<file path="config.mk">
export PLATFORM = sky130hd
export DESIGN_NAME = hex_entry
export DESIGN_NICKNAME = d
export VERILOG_FILES = /design/src/rtl/hex_entry.sv
export SDC_FILE = /design/constraint.sdc
export NUM_CORES = 1
export LEC_CHECK = 0
export BUFFER_PORTS_ARGS = -buffer_cell sky130_fd_sc_hd__clkbuf_2
export CORE_AREA = 2 2 102 104
export DETAILED_ROUTE_END_ITERATION = 16
export DIE_AREA = 0 0 104 106
export GPL_TIMING_DRIVEN = 0
export PLACE_DENSITY = 0.74
export SYNTH_ARGS = -nofsm -noshare
export SYNTH_HDL_FRONTEND = slang
export SYNTH_SLANG_ARGS = --single-unit
</file>
<file path="constraint.sdc">
create_clock -name CLK100MHZ -period 3.15 [get_ports CLK100MHZ]
set_input_delay 0.1575 -clock CLK100MHZ [delete_from_list [all_inputs] [get_ports CLK100MHZ]]
set_output_delay 0.1575 -clock CLK100MHZ [all_outputs]
set_load 0.01 [all_outputs]
</file>
<file path="src/rtl/hex_entry.sv">
// Hex keypad entry: debounced buttons build a 4-nibble value and submit it with a valid/ready handshake.
// Define HEX_ENTRY_BCD_EN to reject nibbles above 9 and flag them on digitErr.
module hex_entry #(
  parameter int DEBOUNCE_CYCLES = 1000000
) (
  input  logic        CLK100MHZ,
  input  logic        reset,
  input  logic [3:0]  sw,
  input  logic        btnDigit,
  input  logic        btnClear,
  input  logic        btnSubmit,
  output logic [15:0] outputVal,
  output logic [15:0] entryVal,
  output logic        entryValid,
  input  logic        entryReady,
  output logic [2:0]  digitCount,
  output logic        digitErr
);

  localparam int CNT_W = (DEBOUNCE_CYCLES > 1) ? $clog2(DEBOUNCE_CYCLES) : 1;
  localparam logic [CNT_W-1:0] CNT_MAX = CNT_W'(DEBOUNCE_CYCLES - 1);

`ifdef HEX_ENTRY_BCD_EN
  localparam bit BCD_EN = 1'b1;
`else
  localparam bit BCD_EN = 1'b0;
`endif

  typedef enum logic {ENTER, HOLD} state_e;

  // Button index: 0 = digit, 1 = clear, 2 = submit.
  logic [2:0]       btn_raw;
  logic [2:0]       sync1_q, sync2_q, db_q, db_prev_q;
  logic [CNT_W-1:0] cnt_q [3];
  logic [3:0]       sw_q;
  logic [2:0]       press;

  assign btn_raw = {btnSubmit, btnClear, btnDigit};
  assign press   = db_q & ~db_prev_q;

  // NOTE: sequential state uses non-blocking assignments so every flop samples pre-edge values.
  always_ff @(posedge CLK100MHZ) begin
    if (reset) begin
      sync1_q   <= '0;
      sync2_q   <= '0;
      db_q      <= '0;
      db_prev_q <= '0;
      sw_q      <= '0;
      for (int i = 0; i < 3; i++) cnt_q[i] <= '0;
    end else begin
      sync1_q   <= btn_raw;
      sync2_q   <= sync1_q;
      db_prev_q <= db_q;
      sw_q      <= sw;
      for (int i = 0; i < 3; i++) begin
        if (sync2_q[i] == db_q[i]) begin
          cnt_q[i] <= '0;
        end else if (cnt_q[i] == CNT_MAX) begin
          db_q[i]  <= sync2_q[i];
          cnt_q[i] <= '0;
        end else begin
          cnt_q[i] <= cnt_q[i] + 1'b1;
        end
      end
    end
  end

  state_e      state_q, state_d;
  logic [15:0] val_q, val_d;
  logic [15:0] entry_q, entry_d;
  logic        valid_q, valid_d;
  logic [2:0]  count_q, count_d;
  logic        err_q, err_d;
  logic        bad_digit;

  assign bad_digit = BCD_EN && (sw_q > 4'd9);

  // NOTE: every next-state signal gets a default first, so no path leaves one unassigned (no latches).
  always_comb begin
    state_d = state_q;
    val_d   = val_q;
    entry_d = entry_q;
    valid_d = valid_q;
    count_d = count_q;
    err_d   = 1'b0;
    case (state_q)
      ENTER: begin
        if (press[1]) begin
          val_d   = '0;
          count_d = '0;
        end else if (press[2]) begin
          if (count_q != 3'd0) begin
            entry_d = val_q;
            valid_d = 1'b1;
            state_d = HOLD;
          end
        end else if (press[0]) begin
          if (bad_digit) begin
            err_d = 1'b1;
          end else begin
            val_d   = {val_q[11:0], sw_q};
            count_d = (count_q == 3'd4) ? 3'd4 : count_q + 3'd1;
          end
        end
      end
      HOLD: begin
        if (entryReady) begin
          valid_d = 1'b0;
          val_d   = '0;
          count_d = '0;
          state_d = ENTER;
        end
      end
      default: state_d = ENTER;
    endcase
  end

  // NOTE: only control/data registers are reset here; there is no memory array needing a reset loop.
  always_ff @(posedge CLK100MHZ) begin
    if (reset) begin
      state_q <= ENTER;
      val_q   <= '0;
      entry_q <= '0;
      valid_q <= 1'b0;
      count_q <= '0;
      err_q   <= 1'b0;
    end else begin
      state_q <= state_d;
      val_q   <= val_d;
      entry_q <= entry_d;
      valid_q <= valid_d;
      count_q <= count_d;
      err_q   <= err_d;
    end
  end

  assign outputVal  = val_q;
  assign entryVal   = entry_q;
  assign entryValid = valid_q;
  assign digitCount = count_q;
  assign digitErr   = err_q;

endmodule

</file>
==> metrics.csv <==
stage;metric;value;unit
place;numPortBuffers;45;
place;dpl.hpwl;7430;um
run_status;status;finished, final reports clean;
clock_network;htreeDepth;4;
yosys;syn_area_per_cell;10.1;um2
sta;fin_skew;0.00700;ns
worst_setup_path;cp.arrival;2.63;ns
yosys;yosysTopAreaCellShare;0.340;
yosys;synthTopCellsByArea;edfxtp_1, dfxtp_1, nor2_1;
finish;num_antenna_cells;0;
finish;layout_commonest_cell;conb_1;
yosys;yosysSeqAreaShare;0.541;
clock_network;holdBufCountCts;8;
global_routing;grtUsageMet1;0.252;
place;place_inst;765;
die;ioPinCount;47;
route;wl_per_cell;13.4;um
pwr;ir_worst_vdd;0.000330;V
route;route.detailed.drc;0;
worst_setup_path;crit_required;3.41;ns
place;routabilityCongestion;0.865;
clock_network;cts_tree;yes;
pwr;power_density;559;nW/um2
global_routing;met2_usage;0.352;
clock_network;cts_resized;0;
clock_network;clk_latency;0.51;ns
yosys;synth_edf_count;60;
global_routing;grt_pass1_vias;4130;
finish;regArea;2860;um2
finish;drive_gt1_frac;0.148;
worst_setup_path;crit_fanout;10;
global_routing;grt_max_degree;17;
sta;finalHoldViolCount;0;
sta;drv_slew;0;
route;via_per_inst;5.24;
finish;fin_cells;805;
clock_network;cts_buffers;17;
clock_network;path_clk_slew;0.06;ns
yosys;syn_inst;525;
yosys;yosys_most_used_dff;edfxtp_1;
worst_setup_path;crit_path_end_kind;register;
clock_network;clkSinkCount;113;
sta;setup_tns;0;ns
yosys;yosysUniqueCellTypes;46;
hold_path;min_path_type;primary input to register;
finish;multi_input_area;2440;um2
finish;syn_to_final_growth;24.8;%
finish;final_cell_mix;conb_1, nor2_1, edfxtp_1;
clock_network;cts_root_buf;clkbuf_8;
route;initialDrtViolationCount;135;
sta;rsz0062_at_grt;false;
sta;final.min_clock_period;2.37;ns
sta;finalSetupViolCount;0;
finish;fill_cells;817;
global_routing;grt.busiest_layer;met2;
yosys;yosys_register_bits;113;
route;drtAntennaViolNets;0;
yosys;async_flop_share;0;
die;die_h;106;um
pwr;leakage;0.00239;uW
route;vias;4217;
clock_network;clk_path_buf_depth;2;
global_routing;grt_pass1_wl;18400;um
sta;finalCritPeriodShare;0.753;
yosys;syn-cell-area;5290;um2
clock_network;postCtsSetupBuffers;0;
yosys;yosysTopAreaCell;edfxtp_1;
flow_run;max_cap_viol_count;0;
global_routing;antenna_found_initial;0;
global_routing;grt_overflow;0;
die;design.core.area;10000;um2
sta;max_freq;421;MHz
sta;worst_pin_slew;0.561;ns
die;fp.dieW;104;um
finish;fin_util;0.661;
die;die_area;11000;um2
worst_setup_path;cp-start-kind;register;
finish;fin_nets;671;
worst_setup_path;crit_type;register to register;
yosys;synth_warnings;0;
die;initial_core_util;0.529;
global_routing;met3_usage;0.0411;
global_routing;grt_usage;0.203;
route;dr.pass1.iters;5;
die;floorplan.rows;37;
sta;holdWs;0.208;ns
pwr;power.total;3690;uW
sta;max_slew_margin;0.625;
route;routed_wl;10800;um
-- through the flow --
stage / worst slack [ns] / instance area (um2)
final: 0.777 / 6610
after global routing: 0.622 / 6610
after CTS: 0.723 / 6610
after detailed placement: 0.739 / 5910
after global placement: 0.808 / 5910
after floorplan: 0.999 / 5510
-- final cells by class --
class,instances,share of cell area
Multi-Input combinational cell,421,0.369
Sequential cell,113,0.433
Clock buffer,20,0.0723
Inverter,20,0.0114
Buffer,30,0.0205
Timing Repair Buffer,53,0.0462
Tap cell,136,0.0258
Clock inverter,12,0.0212
-- critical path, stage by stage, from the launching register on --
cell	delay, ns
edfxtp_1	0.46
or4b_1	0.54
or4_4	0.53
o21ai_4	0.30
buf_4	0.24
nor2_1	0.06
-- cell usage after synthesis (3+ instances only) --
cell type and n:
edfxtp_1 60, nor2_1 60, dfxtp_1 53, a21oi_1 43, o21ai_0 36, nand4_1 24, xnor2_1 22, nand3_1 21
inv_1 20, clkbuf_1 19, or3_1 19, nand2_1 18, mux2i_1 16, nor2b_1 15, xor2_1 13, or4_1 12
o31ai_1 8, buf_2 6, nor3_1 6, and3_1 5, ha_1 5, nor4_1 4, nand2b_1 3, or2_2 3
or4_4 3
-- routing by layer --
metal	routed length [um]	share of wire
met1	4910	0.45
met3	388	0.036
met5	0	0
met2	5380	0.50
met4	153	0.014
-- sequential cells by signal, summed over array words and instances, names as in the netlist --
| signal | count |
|---|---|
| entryVal | 16 |
| db_q | 3 |
| sw_q | 4 |
| sync2_q | 3 |
| sync1_q | 3 |
| digitCount | 3 |
| state_q | 1 |
| cnt_q | 60 |
| entryValid | 1 |
| db_prev_q | 3 |
| outputVal | 16 |
-- path summary, 6_finish.rpt --
check,startpoint,end,slack (ns),depth (start not counted)
setup / recovery,cnt_q[2][12],cnt_q[2][10],0.78,5
hold / removal,reset,cnt_q[1][19],0.21,4
setup reg to reg,cnt_q[2][12],cnt_q[2][10],0.78,5
hold reg to reg,sync1_q[1],sync2_q[1],0.43,1
-- power by group --
group          internal, uW  switching (uW)
registers              1590            35.8
clock network          1260             706
logic                  43.2            63.3
total                  2890             805
-- cells by family (layout without fill, tap and decap cells) --
| family | Yosys count | after routing | share of synthesized area |
|---|---|---|---|
| other | 2 | 61 | 0.00142 |
| DFF | 113 | 113 | 0.541 |
| muxes | 16 | 16 | 0.0303 |
| adders and majority gates | 5 | 5 | 0.0118 |
| AOI/OAI and AO/OA | 98 | 98 | 0.107 |
| buffers and inverters | 50 | 135 | 0.0397 |
| xor gates and xnor gates | 35 | 35 | 0.0579 |
| and+or+nand+nor | 206 | 206 | 0.211 |
No activity file was read; power rests on OpenSTA's default activity.
